===== config.mk =====
export PLATFORM = sky130hd
export DESIGN_NAME = msrv32_lsu
export DESIGN_NICKNAME = d
export VERILOG_FILES = /design/src/rtl/msrv32_pkg.sv /design/src/rtl/msrv32_lsu_align.sv /design/src/rtl/msrv32_lsu.sv
export SDC_FILE = /design/constraint.sdc
export NUM_CORES = 1
export LEC_CHECK = 0
export BUFFER_PORTS_ARGS = -buffer_cell sky130_fd_sc_hd__buf_2
export CORE_UTILIZATION = 47
export CTS_CLUSTER_SIZE = 16
export DETAILED_ROUTE_END_ITERATION = 6
export GPL_TIMING_DRIVEN = 0
export PLACE_DENSITY = 0.88
export SLEW_MARGIN = 20
export SYNTH_ARGS = -nofsm -noshare
export SYNTH_HDL_FRONTEND = slang
export SYNTH_SLANG_ARGS = --single-unit

===== constraint.sdc =====
create_clock -name ms_riscv32_mp_clk_in -period 2.1 [get_ports ms_riscv32_mp_clk_in]
set_input_delay 0.105 -clock ms_riscv32_mp_clk_in [delete_from_list [all_inputs] [get_ports ms_riscv32_mp_clk_in]]
set_output_delay 0.105 -clock ms_riscv32_mp_clk_in [all_outputs]
set_load 0.005 [all_outputs]

===== src/rtl/msrv32_pkg.sv =====
// Shared definitions for the msrv32 load/store unit.
//   LOAD_* / STORE_*  : RV32I funct3 encodings for memory instructions
//   lsu_state_t       : LSU sequencing states
package msrv32_pkg;

    localparam logic [2:0] LOAD_LB  = 3'b000;
    localparam logic [2:0] LOAD_LH  = 3'b001;
    localparam logic [2:0] LOAD_LW  = 3'b010;
    localparam logic [2:0] LOAD_LBU = 3'b100;
    localparam logic [2:0] LOAD_LHU = 3'b101;

    localparam logic [2:0] STORE_SB = 3'b000;
    localparam logic [2:0] STORE_SH = 3'b001;
    localparam logic [2:0] STORE_SW = 3'b010;

    typedef enum logic [1:0] {
        IDLE = 2'd0,
        BUSY = 2'd1,
        DONE = 2'd2
    } lsu_state_t;

endpackage


===== src/rtl/msrv32_lsu_align.sv =====
// Combinational lane logic for the load/store unit.
//   Issue side  : funct3_i, addr_lo_i, store_data_i, is_load_i, is_store_i
//                 -> wdata_o (lane-replicated), wstrb_o, misaligned_o, illegal_o
//   Return side : ld_funct3_i, ld_addr_lo_i, rdata_i -> ld_data_o (extended)
// misaligned_o is only raised for a legal funct3; illegal encodings and
// load+store together report illegal_o instead.
module msrv32_lsu_align
    import msrv32_pkg::*;
(
    input  logic [2:0]  funct3_i,
    input  logic [1:0]  addr_lo_i,
    input  logic [31:0] store_data_i,
    input  logic        is_load_i,
    input  logic        is_store_i,
    output logic [31:0] wdata_o,
    output logic [3:0]  wstrb_o,
    output logic        misaligned_o,
    output logic        illegal_o,
    input  logic [2:0]  ld_funct3_i,
    input  logic [1:0]  ld_addr_lo_i,
    input  logic [31:0] rdata_i,
    output logic [31:0] ld_data_o
);

    logic [31:0] lane;

    always_comb begin
        wdata_o      = '0;
        wstrb_o      = '0;
        misaligned_o = 1'b0;
        illegal_o    = 1'b0;
        if (is_load_i && is_store_i) begin
            illegal_o = 1'b1;
        end else if (is_store_i) begin
            case (funct3_i)
                STORE_SB: begin
                    wdata_o = {4{store_data_i[7:0]}};
                    wstrb_o = 4'b0001 << addr_lo_i;
                end
                STORE_SH: begin
                    wdata_o      = {2{store_data_i[15:0]}};
                    wstrb_o      = addr_lo_i[1] ? 4'b1100 : 4'b0011;
                    misaligned_o = addr_lo_i[0];
                end
                STORE_SW: begin
                    wdata_o      = store_data_i;
                    wstrb_o      = 4'b1111;
                    misaligned_o = |addr_lo_i;
                end
                default: illegal_o = 1'b1;
            endcase
        end else if (is_load_i) begin
            case (funct3_i)
                LOAD_LB, LOAD_LBU: misaligned_o = 1'b0;
                LOAD_LH, LOAD_LHU: misaligned_o = addr_lo_i[0];
                LOAD_LW:           misaligned_o = |addr_lo_i;
                default:           illegal_o    = 1'b1;
            endcase
        end
    end

    always_comb begin
        lane = rdata_i >> {ld_addr_lo_i, 3'b000};
        case (ld_funct3_i)
            LOAD_LB:  ld_data_o = {{24{lane[7]}}, lane[7:0]};
            LOAD_LH:  ld_data_o = {{16{lane[15]}}, lane[15:0]};
            LOAD_LBU: ld_data_o = {24'b0, lane[7:0]};
            LOAD_LHU: ld_data_o = {16'b0, lane[15:0]};
            default:  ld_data_o = lane;
        endcase
    end

endmodule


===== src/rtl/msrv32_lsu.sv =====
// msrv32 load/store unit: one data-memory transaction per accepted
// instruction over a req/ack bus, one completion pulse per instruction.
//   Issue    : valid_in/ready_out, load_in, store_in, funct3_in, addr_in,
//              store_data_in, rd_addr_in
//   Bus      : dmem_req/we/addr/wdata/wstrb_out, dmem_ack/err/rdata_in
//   Complete : done_out, wb_we_out, wb_rd_out, wb_data_out,
//              misaligned_out, access_fault_out, fault_addr_out
//
// state | meaning
// IDLE  | ready for an instruction, bus idle
// BUSY  | request on the bus, waiting for ack or timeout
// DONE  | one-cycle completion pulse with outcome flags
module msrv32_lsu
    import msrv32_pkg::*;
#(
    parameter int unsigned TIMEOUT_CYCLES = 256
) (
    input  logic        ms_riscv32_mp_clk_in,
    input  logic        ms_riscv32_mp_rst_n_in,
    input  logic        valid_in,
    input  logic        load_in,
    input  logic        store_in,
    input  logic [2:0]  funct3_in,
    input  logic [31:0] addr_in,
    input  logic [31:0] store_data_in,
    input  logic [4:0]  rd_addr_in,
    output logic        ready_out,
    output logic        dmem_req_out,
    output logic        dmem_we_out,
    output logic [31:0] dmem_addr_out,
    output logic [31:0] dmem_wdata_out,
    output logic [3:0]  dmem_wstrb_out,
    input  logic        dmem_ack_in,
    input  logic        dmem_err_in,
    input  logic [31:0] dmem_rdata_in,
    output logic        done_out,
    output logic        wb_we_out,
    output logic [4:0]  wb_rd_out,
    output logic [31:0] wb_data_out,
    output logic        misaligned_out,
    output logic        access_fault_out,
    output logic [31:0] fault_addr_out
);

    localparam logic [15:0] CNT_LAST = 16'(TIMEOUT_CYCLES - 1);

    lsu_state_t  state_q, state_d;

    logic        req_q, we_q, load_q;
    logic [31:0] dmem_addr_q, wdata_q, addr_q, wb_data_q, fault_addr_q;
    logic [3:0]  wstrb_q;
    logic [2:0]  funct3_q;
    logic [4:0]  rd_q;
    logic [15:0] cnt_q;
    logic        ld_ok_q, mis_q, af_q;

    logic [31:0] al_wdata, ld_data;
    logic [3:0]  al_wstrb;
    logic        al_mis, al_illegal;
    logic        issue, timeout;

    msrv32_lsu_align u_align (
        .funct3_i     (funct3_in),
        .addr_lo_i    (addr_in[1:0]),
        .store_data_i (store_data_in),
        .is_load_i    (load_in),
        .is_store_i   (store_in),
        .wdata_o      (al_wdata),
        .wstrb_o      (al_wstrb),
        .misaligned_o (al_mis),
        .illegal_o    (al_illegal),
        .ld_funct3_i  (funct3_q),
        .ld_addr_lo_i (addr_q[1:0]),
        .rdata_i      (dmem_rdata_in),
        .ld_data_o    (ld_data)
    );

    // valid_in with neither class bit set is a no-op and leaves IDLE untouched
    assign issue   = (state_q == IDLE) && valid_in && (load_in || store_in);
    assign timeout = (cnt_q == CNT_LAST) && !dmem_ack_in;

    always_ff @(posedge ms_riscv32_mp_clk_in or negedge ms_riscv32_mp_rst_n_in) begin
        if (!ms_riscv32_mp_rst_n_in) state_q <= IDLE;
        else                         state_q <= state_d;
    end

    always_comb begin
        state_d = state_q;
        case (state_q)
            IDLE: if (issue) state_d = (al_illegal || al_mis) ? DONE : BUSY;
            BUSY: if (dmem_ack_in || timeout) state_d = DONE;
            DONE: state_d = IDLE;
            default: state_d = IDLE;
        endcase
    end

    always_comb begin
        ready_out        = (state_q == IDLE);
        done_out         = (state_q == DONE);
        wb_we_out        = (state_q == DONE) && ld_ok_q;
        misaligned_out   = (state_q == DONE) && mis_q;
        access_fault_out = (state_q == DONE) && af_q;
    end

    always_ff @(posedge ms_riscv32_mp_clk_in or negedge ms_riscv32_mp_rst_n_in) begin
        if (!ms_riscv32_mp_rst_n_in) begin
            req_q        <= 1'b0;
            we_q         <= 1'b0;
            load_q       <= 1'b0;
            dmem_addr_q  <= '0;
            wdata_q      <= '0;
            wstrb_q      <= '0;
            addr_q       <= '0;
            funct3_q     <= '0;
            rd_q         <= '0;
            cnt_q        <= '0;
            ld_ok_q      <= 1'b0;
            mis_q        <= 1'b0;
            af_q         <= 1'b0;
            wb_data_q    <= '0;
            fault_addr_q <= '0;
        end else if (issue) begin
            rd_q     <= rd_addr_in;
            addr_q   <= addr_in;
            funct3_q <= funct3_in;
            load_q   <= load_in;
            cnt_q    <= '0;
            ld_ok_q  <= 1'b0;
            mis_q    <= al_mis;
            af_q     <= al_illegal;
            if (al_illegal || al_mis) begin
                fault_addr_q <= addr_in;
            end else begin
                req_q       <= 1'b1;
                we_q        <= store_in;
                dmem_addr_q <= {addr_in[31:2], 2'b00};
                wdata_q     <= al_wdata;
                wstrb_q     <= al_wstrb;
            end
        end else if (state_q == BUSY) begin
            cnt_q <= cnt_q + 16'd1;
            if (dmem_ack_in) begin
                req_q <= 1'b0;
                if (dmem_err_in) begin
                    af_q         <= 1'b1;
                    fault_addr_q <= addr_q;
                end else if (load_q) begin
                    ld_ok_q   <= 1'b1;
                    wb_data_q <= ld_data;
                end
            end else if (timeout) begin
                req_q        <= 1'b0;
                af_q         <= 1'b1;
                fault_addr_q <= addr_q;
            end
        end
    end

    assign dmem_req_out   = req_q;
    assign dmem_we_out    = we_q;
    assign dmem_addr_out  = dmem_addr_q;
    assign dmem_wdata_out = wdata_q;
    assign dmem_wstrb_out = wstrb_q;
    assign wb_rd_out      = rd_q;
    assign wb_data_out    = wb_data_q;
    assign fault_addr_out = fault_addr_q;

endmodule


==> flow_metrics.env, run 1 <==
export IMPL_io_buffers=250
export IMPL_grt_overflow=0
export IMPL_cts_root_buf="clkbuf_16"
export IMPL_synth_edf_count=0
export IMPL_drive_gt1_share_pct=32.3
export IMPL_post_route_period_util_pct=98.3
export IMPL_cap_violations=0
export IMPL_clkSinkCount=194
export IMPL_die_h_um=135
export IMPL_fillers=1271
export IMPL_tightestPinTransition_ns=0.753
export IMPL_vias_per_cell=5.47
export IMPL_setup_violations=0
export IMPL_syn2layout_area_growth_pct=37.4
export IMPL_yosys_top_cells_count="194 x dfrtp_1, 184 x nand2_1, 57 x nor2_1"
export IMPL_power_density_nw_per_um2=1120
export IMPL_crit_path_end_kind="flop"
export IMPL_status="finished clean"
export IMPL_crit_fanout=10
export IMPL_setup_tns_final_ns=0
export IMPL_grt_pass1_wl_mm=39.9
export IMPL_grt_use_total_pct=28.7
export IMPL_htree_levels=4
export IMPL_yosysTopAreaCell="dfrtp_1"
export IMPL_syn_area_per_cell_um2=10.7
export IMPL_routed_wl_mm=25.7
export IMPL_layout_min_cycle_time_ns=2.06
export IMPL_wl_per_cell_um=18.7
export IMPL_cts_tree="built"
export IMPL_synth_top_cell_area_share_pct=58.0
export IMPL_start_util_pct=48.2
export IMPL_holdWs_ns=0.00854
export IMPL_yosysUniqueCellTypes=49
export IMPL_numCtsBuffers=17
export IMPL_io_pin_count=255
export IMPL_clock_path_buffers=2
export IMPL_p_leak_nw=5.79
export IMPL_core_area_um2=17400
export IMPL_hp_class="input pin to flop"
export IMPL_maxSlewViolCount=0
export IMPL_path_clk_slew_ns=0.07
export IMPL_rows=48
export IMPL_critPathRequiredTime_ns=2.41
export IMPL_dr_pass1_iters=5
export IMPL_drc_errors=0
export IMPL_start_kind="flop"
export IMPL_ys_ff_latch=194
export IMPL_register_area_um2=4860
export IMPL_finalWeightedCongestion=0.903
export IMPL_die_w_um=135
export IMPL_synth_area_top_cells="dfrtp_1 58%, nand2_1 8.3%, mux2_2 5.4%"
export IMPL_skew_ns=0.0110
export IMPL_num_vias=7524
export IMPL_syn_cell_area_um2=8370
export IMPL_antenna_found_initial=3
export IMPL_place_area_um2=9970
export IMPL_netlist_instances=782
export IMPL_final_antenna_net_count=0
export IMPL_cp_arrival_ns=2.37
export IMPL_ys_flop_type="dfrtp_1"
export IMPL_drt_iter0_drc=418
export IMPL_nets=1245
export IMPL_relSlewSlack_pct=49.8
export IMPL_rsz0062_at_grt="yes"
export IMPL_ys_warn_count=0
export IMPL_first_global_vias=7759
export IMPL_max_freq_ghz=0.485
export IMPL_path_class="flop to flop"
export IMPL_yosysSeqAreaShare_pct=58.0
export IMPL_design_area_um2=11500
export IMPL_finalHoldViolCount=0
export IMPL_die_area_um2=18300
export IMPL_synth_most_common_cell="dfrtp_1"
export IMPL_multi_input_area_um2=3350
export IMPL_grt_max_degree=100
export IMPL_hpwl_mm=17.1
export IMPL_clk_latency_ns=0.43
export IMPL_max_vdd_ir_drop_uv=670
export IMPL_async_flop_share_pct=100
[cells in the final DEF, fill, tap and decap left out, drive strengths merged, types with 6 or more instances in the layout]
master	instances
dfrtp	194
a21oi	41
mux2i	26
buf	279
nand2	184
a22o	9
inv	8
nand2b	6
o21ai	42
o22a	9
and3	6
clkbuf	41
xor2	10
nor2b	12
clkinv	6
mux2	70
dlygate4sd3	75
nor2	57
a22oi	8
nand4	8
a211oi	7
[final timing paths]
| kind | to | depth (start not counted) | start | slack [ns] |
|---|---|---|---|---|
| min in group asynchronous | wb_data_out[1] | 3 | ms_riscv32_mp_rst_n_in | 0.27 |
| max in group asynchronous | state_q[1] | 4 | ms_riscv32_mp_rst_n_in | 0.98 |
| worst min-delay path | addr_q[1] | 3 | addr_in[1] | 0.009 |
| worst max register to register | fault_addr_out[12] | 7 | cnt_q[0] | 0.04 |
| worst min register to register | addr_q[29] | 2 | addr_q[29] | 0.47 |
| worst max-delay path | fault_addr_out[12] | 7 | cnt_q[0] | 0.04 |
[layer usage]
layer  share of wire, %  up-vias  wire length, um  GRT usage [%]
met4                4.8        0             1240           16.1
met3                8.9      114             2280           9.09
li1                   -     3390                -              -
met2                 49      430            12500           47.5
met5                  0        -                0              0
met1                 38     3590             9730           32.9
[worst max-delay path, cell delays in order, from the launching register on]
cell and delay (ns):
dfrtp_1 0.39, ha_2 0.21, and4_1 0.19, and4_1 0.17, nor3b_4 0.16, o31a_4 0.33
buf_8 0.16, mux2_1 0.32
[where the power goes]
group	internal (W)	switching, W
Combinational	0.00189	0.00193
Sequential	0.00493	0.000642
Clock	0.00196	0.00147
[area by class of cell]
| cell class | instances | share of cell area (%) |
|---|---|---|
| Inverter | 4 | 0.131 |
| Antenna cell | 4 | 0.0871 |
| Timing Repair Buffer | 333 | 18.4 |
| Buffer | 43 | 2.11 |
| Tap cell | 225 | 2.45 |
| Clock buffer | 19 | 3.94 |
| Sequential cell | 194 | 42.3 |
| Clock inverter | 13 | 1.50 |
| Multi-Input combinational cell | 540 | 29.1 |
[sequential cells by signal, summed over array words and instances (netlist names), 2 cells and up]
signal / flops
addr_q: 32
cnt_q: 16
dmem_addr_out: 30
dmem_wdata_out: 32
dmem_wstrb_out: 4
fault_addr_out: 32
funct3_q: 3
state_q: 2
wb_data_out: 32
wb_rd_out: 5
[through the flow]
stage	setup WS, ns	total power, W	std cells	util (%)
final	0.0362	0.0128	1375	66.2
after global routing	-0.0139	0.0135	1372	66.2
after CTS	0.000963	0.0128	1371	65.8
after detailed placement	-0.284	0.00917	1260	57.4
after global placement	-2.23	0.00896	1258	57.1
after floorplan	0.0356	0.00733	783	-
[kinds of logic after synthesis]
family / share of synthesized area (%)
AND/OR/NAND/NOR: 15.1
buffers and inverters: 2.78
XOR/XNOR: 1.36
multiplexers: 12.8
AO/OA/AOI/OAI: 9.73
adder cells (fa/ha/maj): 0.149
flip-flops: 58.0
other: 0.0448
[timing repair]
item,in CTS,in global routing
resized for setup,14,23
setup buffers,4,2
hold buffers,75,0
pin swaps,1,1
endpoints found under the hold margin,202,0
endpoints found under the setup margin,69,91
cloned,0,0
Note: power is estimated with default switching activity, not from simulation.
==> inputs of run 2 (changes only) <==
--- a/config.mk
+++ b/config.mk
@@ -7,4 +7,5 @@
 export LEC_CHECK = 0
+export ABC_AREA = 1
 export BUFFER_PORTS_ARGS = -buffer_cell sky130_fd_sc_hd__buf_2
-export CORE_UTILIZATION = 47
+export CORE_UTILIZATION = 48
 export CTS_CLUSTER_SIZE = 16
==> constraint.sdc (replaced) <==
create_clock -name ms_riscv32_mp_clk_in -period 2.1 [get_ports ms_riscv32_mp_clk_in]
set_input_delay 0.21 -clock ms_riscv32_mp_clk_in [delete_from_list [all_inputs] [get_ports ms_riscv32_mp_clk_in]]
set_output_delay 0.21 -clock ms_riscv32_mp_clk_in [all_outputs]
set_load 0.005 [all_outputs]
==> flow_metrics.env, run 2 <==
export IMPL_syn2layout_area_growth_pct=24.5
export IMPL_grt_use_total_pct=27.5
export IMPL_crit_path_end_kind="flop"
export IMPL_rows=50
export IMPL_start_kind="flop"
export IMPL_dr_pass1_iters=5
export IMPL_hp_start="addr_in[22]"
export IMPL_cpPeakStageDelay_ns=0.39
export IMPL_final_common_cell="nand2_1"
export IMPL_final_cell_mix="395 x nand2_1, 270 x buf_2, 194 x dfrtp_1"
export IMPL_fin_ws_ns=0.169
export IMPL_async_flop_share_pct=100
export IMPL_design_area_um2=11500
export IMPL_min_path_cells=3
export IMPL_finalWeightedCongestion=0.936
export IMPL_r2r_end="wb_data_out[13]"
export IMPL_max_freq_ghz=0.518
export IMPL_post_route_util_pct=61.3
export IMPL_synth_top_cell_area_share_pct=52.5
export IMPL_ff2ff_path_depth=9
export IMPL_setup_violations=0
export IMPL_die_h_um=141
export IMPL_core_area_um2=18800
export IMPL_ys_warn_count=0
export IMPL_die_w_um=141
export IMPL_cts_root_buf="clkbuf_16"
export IMPL_drive_gt1_share_pct=25.3
export IMPL_htree_levels=4
export IMPL_synth_most_common_cell="nand2_1"
export IMPL_clk_latency_ns=0.43
export IMPL_wl_per_cell_um=16.0
export IMPL_p_leak_nw=6.40
export IMPL_synth_area_top_cells="dfrtp_1 53%, nand2_1 16%, o21ai_0 4.8%"
export IMPL_skew_ns=0.0106
export IMPL_yosysTopAreaCell="dfrtp_1"
export IMPL_io_pin_count=255
export IMPL_path_cells="inv_1 > nand2_2 > inv_2 > nand4_2 > inv_2 > buf_2 > buf_2 > nand2_1 > nand2_1"
export IMPL_synth_edf_count=0
export IMPL_grt_overflow=0
export IMPL_syn_cell_area_um2=9240
export IMPL_drt_iter0_drc=708
export IMPL_numCtsBuffers=17
export IMPL_relSlewSlack_pct=63.0
export IMPL_cap_violations=0
export IMPL_reg2reg_slack_ns=0.17
export IMPL_start_util_pct=49.2
export IMPL_vias_per_cell=5.33
export IMPL_holdPathEnd="dmem_addr_out[22]"
export IMPL_syn_area_per_cell_um2=8.00
export IMPL_power_density_nw_per_um2=1080
export IMPL_netlist_instances=1155
export IMPL_place_area_um2=10900
export IMPL_hpwl_mm=20.2
export IMPL_ys_ff_latch=194
export IMPL_crit_fanout=10
export IMPL_num_vias=8969
export IMPL_grt_max_degree=88
export IMPL_cts_tree="built"
export IMPL_first_global_vias=8377
export IMPL_clkSinkCount=194
export IMPL_crit_family="buffers and inverters"
export IMPL_cp_arrival_ns=2.30
export IMPL_die_area_um2=19800
export IMPL_finalHoldViolCount=0
export IMPL_path_clk_slew_ns=0.07
export IMPL_crit_slowest_cell="dfrtp_1"
export IMPL_maxSlewViolCount=0
export IMPL_tightestPinTransition_ns=0.551
export IMPL_nets=1547
export IMPL_r2r_start="state_q[1]"
export IMPL_post_route_period_util_pct=91.9
export IMPL_layout_min_cycle_time_ns=1.93
export IMPL_grt_pass1_wl_mm=42.5
export IMPL_routed_wl_mm=26.9
export IMPL_yosys_top_cells_count="395 x nand2_1, 194 x dfrtp_1, 96 x inv_1"
export IMPL_ys_flop_type="dfrtp_1"
export IMPL_rsz0062_at_grt="no"
export IMPL_status="finished clean"
export IMPL_critPathRequiredTime_ns=2.47
export IMPL_post_place_ws_ns=0.0153
export IMPL_hp_class="input pin to flop"
export IMPL_antenna_found_initial=1
export IMPL_clock_path_buffers=2
export IMPL_io_buffers=252
export IMPL_yosysSeqAreaShare_pct=52.5
export IMPL_final_antenna_net_count=0
export IMPL_drc_errors=0
export IMPL_max_vdd_ir_drop_uv=658
export IMPL_path_class="flop to flop"
export IMPL_yosysUniqueCellTypes=39
export IMPL_fillers=1591
export IMPL_path_buf_inv=5
run 2: cell types whose count changed after synthesis, sizes merged, moves of 33 or more:
| cell | change |
|---|---|
| nand3 | +67 |
| mux2 | -70 |
| nand2 | +215 |
| a21oi | -33 |
| o21ai | +89 |
| nand4 | +37 |
| inv | +101 |
run 2: worst reg2reg max path: cells and delay by family (launching register included):
| family | cells | cell delay, ns |
|---|---|---|
| buffers and inverters | 5 | 0.91 |
| DFF | 1 | 0.39 |
| and+or+nand+nor | 4 | 0.56 |
run 2: kinds of logic after synthesis:
family          after synthesis  share of synthesized area [%]
compound gates              163                           9.49
fa+ha+maj                     1                          0.135
buf+inv                     170                           8.33
flops                       194                           52.5
mux                           7                          0.758
other cells                   1                         0.0406
simple gates                619                           28.7
run 2: area by class of cell:
class	count	area (um^2)	area share, %
diodes	1	2.50	0.0217
plain buffers	63	370	3.22
clock buffers	17	425	3.70
clock inverters	15	146	1.27
inverters	107	402	3.49
multi-input cells	792	3630	31.5
flip-flops and latches	194	4850	42.2
well taps	234	293	2.54
repair buffers	260	1390	12.0
run 2: timing repair:
action | 4_1_cts | 5_1_grt
setup endpoints to repair | 0 | 30
hold endpoints to repair | 115 | 0
resized for setup | 0 | 6
hold buffers | 6 | 0
buffers inserted | 0 | 0
run 2: how the worst max path moves through the flow:
stage / start / endpoint / slack, ns / depth (start not counted)
5_1_grt: state_q[1] / wb_data_out[13] / 0.06 / 9
4_1_cts: state_q[1] / fault_addr_out[17] / 0.0008 / 7
3_3_place_gp: ms_riscv32_mp_rst_n_in / dmem_addr_out[18] / -2.31 / 1
6_report: state_q[1] / wb_data_out[13] / 0.17 / 9
3_5_place_dp: state_q[1] / fault_addr_out[20] / 0.02 / 6
2_1_floorplan: state_q[0] / dmem_addr_out[10] / 0.58 / 8
run 2: through the flow:
stage,TNS (ns),hold WS (ns),cells,power [W]
2_1_floorplan,0,-0.0856,1156,0.00743
3_3_place_gp,-444.36,0.410,1642,0.00907
3_5_place_dp,0,0.0606,1644,0.00924
4_1_cts,0,0.00449,1682,0.0124
5_1_grt,0,0.0142,1682,0.0131
6_report,0,0.0230,1683,0.0124
run 2: per-layer routing:
metal	global-route usage, %	part of all wire, %	up-vias
li1	-	-	4268
met2	46.6	48	405
met1	35.2	42	4249
met3	6.25	7.9	47
met5	0	0	-
met4	8.30	2.2	0
run 2: power by group:
group,internal [W],switching (W)
sequential,0.00486,0.000617
clock,0.00158,0.00158
combinational,0.00159,0.00215
==> inputs of run 3 (changes only) <==
Settings changed: CORE_UTILIZATION 48 to 35, PLACE_DENSITY 0.88 to 0.7, SYNTH_HIERARCHICAL set to 1.
==> flow_metrics.env, run 3 <==
export IMPL_finalHoldViolCount=0
export IMPL_place_area_um2=11300
export IMPL_synth_most_common_cell="nand2_1"
export IMPL_clock_path_buffers=2
export IMPL_num_vias=9324
export IMPL_grt_pass1_wl_mm=47.7
export IMPL_power_density_nw_per_um2=1100
export IMPL_post_route_period_util_pct=89.9
export IMPL_path_buf_inv=5
export IMPL_hp_class="input pin to flop"
export IMPL_drc_errors=0
export IMPL_routed_wl_mm=29.8
export IMPL_async_flop_share_pct=100
export IMPL_max_vdd_ir_drop_uv=631
export IMPL_nets=1638
export IMPL_syn_cell_area_um2=9560
export IMPL_die_w_um=167
export IMPL_ys_warn_count=6
export IMPL_die_h_um=167
export IMPL_layout_min_cycle_time_ns=1.89
export IMPL_synth_edf_count=0
export IMPL_p_leak_nw=7.00
export IMPL_numCtsBuffers=17
export IMPL_vias_per_cell=4.95
export IMPL_critPathRequiredTime_ns=2.49
export IMPL_first_global_vias=8910
export IMPL_antenna_found_initial=1
export IMPL_syn2layout_area_growth_pct=26.4
export IMPL_grt_max_degree=96
export IMPL_holdWs_ns=0.0211
export IMPL_final_common_cell="nand2_1"
export IMPL_grt_overflow=0
export IMPL_maxSlewViolCount=0
export IMPL_finalWeightedCongestion=0.900
export IMPL_path_clk_slew_ns=0.10
export IMPL_crit_fanout=10
export IMPL_status="finished clean"
export IMPL_ys_ff_latch=194
export IMPL_start_kind="input pin"
export IMPL_cts_root_buf="clkbuf_16"
export IMPL_setup_violations=0
export IMPL_dp_cells=1837
export IMPL_yosysSeqAreaShare_pct=50.8
export IMPL_max_freq_ghz=0.529
export IMPL_skew_ns=0.0200
export IMPL_hpwl_mm=22.7
export IMPL_clkSinkCount=194
export IMPL_ys_flop_type="dfrtp_1"
export IMPL_design_area_um2=12100
export IMPL_dr_pass1_iters=5
export IMPL_crit_path_end_kind="flop"
export IMPL_syn_area_per_cell_um2=7.70
export IMPL_cpPeakStageDelay_ns=0.36
export IMPL_setup_tns_final_ns=0
export IMPL_path_cells="buf_2 > buf_2 > nand2_4 > clkinv_2 > o21ai_0 > a21oi_1 > nor2_1 > clkbuf_2 > buf_2 > nand3_1 > nand2_1"
export IMPL_die_area_um2=28000
export IMPL_tightestPinTransition_ns=0.694
export IMPL_htree_levels=4
export IMPL_io_pin_count=255
export IMPL_yosysUniqueCellTypes=37
export IMPL_path_class="input pin to flop"
export IMPL_drt_iter0_drc=644
export IMPL_cp_arrival_ns=2.28
export IMPL_drive_gt1_share_pct=24.7
export IMPL_cts_tree="built"
export IMPL_grt_use_total_pct=21.6
export IMPL_start_util_pct=35.6
export IMPL_clk_latency_ns=0.45
export IMPL_core_area_um2=26900
export IMPL_yosys_top_cells_count="542 x nand2_1, 194 x dfrtp_1, 130 x nand3_1"
export IMPL_post_cts_setup_buffer_count=0
export IMPL_io_buffers=251
export IMPL_rsz0062_at_grt="no"
export IMPL_synth_top_cell_area_share_pct=50.8
export IMPL_cap_violations=0
export IMPL_synth_area_top_cells="dfrtp_1 51%, nand2_1 21%, nand3_1 6.8%"
export IMPL_cpMostUsedCell="buf_2"
export IMPL_final_cell_mix="542 x nand2_1, 291 x buf_2, 194 x dfrtp_1"
export IMPL_final_antenna_net_count=0
export IMPL_crit_family="buffers and inverters"
export IMPL_yosysTopAreaCell="dfrtp_1"
export IMPL_netlist_instances=1242
export IMPL_fin_ws_ns=0.211
export IMPL_wl_per_cell_um=15.8
export IMPL_rows=60
export IMPL_stdcell_count=1882
export IMPL_crit_slowest_cell="nor2_1"
export IMPL_relSlewSlack_pct=53.7
export IMPL_post_place_ws_ns=-0.463
==> run 3: worst reg2reg max path: stages, from the launching register on <==
cell and delay, ns:
dfrtp_1 0.44, nor2_4 0.27, nand3_4 0.16, inv_2 0.15, clkbuf_1 0.55, nand3_1 0.16, nand2_1 0.10
==> run 3: worst paths after layout <==
kind	from	end	slack (ns)	cells past startpoint
worst max-delay path	funct3_in[1]	dmem_wdata_out[16]	0.21	11
worst min-delay path	addr_in[29]	dmem_addr_out[29]	0.02	3
worst max register to register	state_q[0]	dmem_wdata_out[30]	0.22	6
worst min register to register	dmem_addr_out[10]	dmem_addr_out[10]	0.47	2
max in group asynchronous	ms_riscv32_mp_rst_n_in	dmem_wdata_out[12]	0.76	4
min in group asynchronous	ms_riscv32_mp_rst_n_in	wb_data_out[17]	0.26	2
==> run 3: what timing repair did <==
item	CTS	global route
hold buffers	11	0
setup endpoints to repair	0	31
hold endpoints to repair	58	0
gates resized for setup	0	3
==> run 3: report_power, final <==
group          switching, W  leakage [nW]  internal (W)
sequential         0.000573          2.53       0.00483
combinational       0.00265          4.16       0.00170
clock               0.00187         0.313       0.00170
==> run 3: cell families after synthesis <==
| family | synth area share [%] |
|---|---|
| adder cells (fa/ha/maj) | 0.131 |
| AO/OA/AOI/OAI | 4.42 |
| other | 0.0392 |
| multiplexers | 0.105 |
| flip-flops | 50.8 |
| AND/OR/NAND/NOR | 37.2 |
| buffers and inverters | 7.30 |
==> run 3: routing by layer <==
| layer | vias up | wire (um) | global-route usage (%) |
|---|---|---|---|
| met3 | 43 | 2090 | 5.01 |
| met1 | 4385 | 13300 | 29.0 |
| met2 | 335 | 13800 | 34.5 |
| li1 | 4561 | - | - |
| met4 | 0 | 630 | 6.70 |
| met5 | - | 0 | 0 |
==> run 3: area by class of cell <==
type / instances / area (um^2)
Antenna cell: 2 / 5.00
Fill cell: 2768 / 14800
Clock buffer: 17 / 425
Timing Repair Buffer: 264 / 1430
Clock inverter: 15 / 225
Inverter: 74 / 287
Multi-Input combinational cell: 897 / 4010
Buffer: 78 / 414
Sequential cell: 194 / 4850
Tap cell: 341 / 427
==> run 3: through the flow <==
| stage | power, W | utilization [%] |
|---|---|---|
| after floorplan | 0.00790 | - |
| after global placement | 0.00970 | 41.9 |
| after detailed placement | 0.00982 | 42.1 |
| after CTS | 0.0135 | 44.9 |
| after global routing | 0.0142 | 44.9 |
| final | 0.0133 | 45.0 |
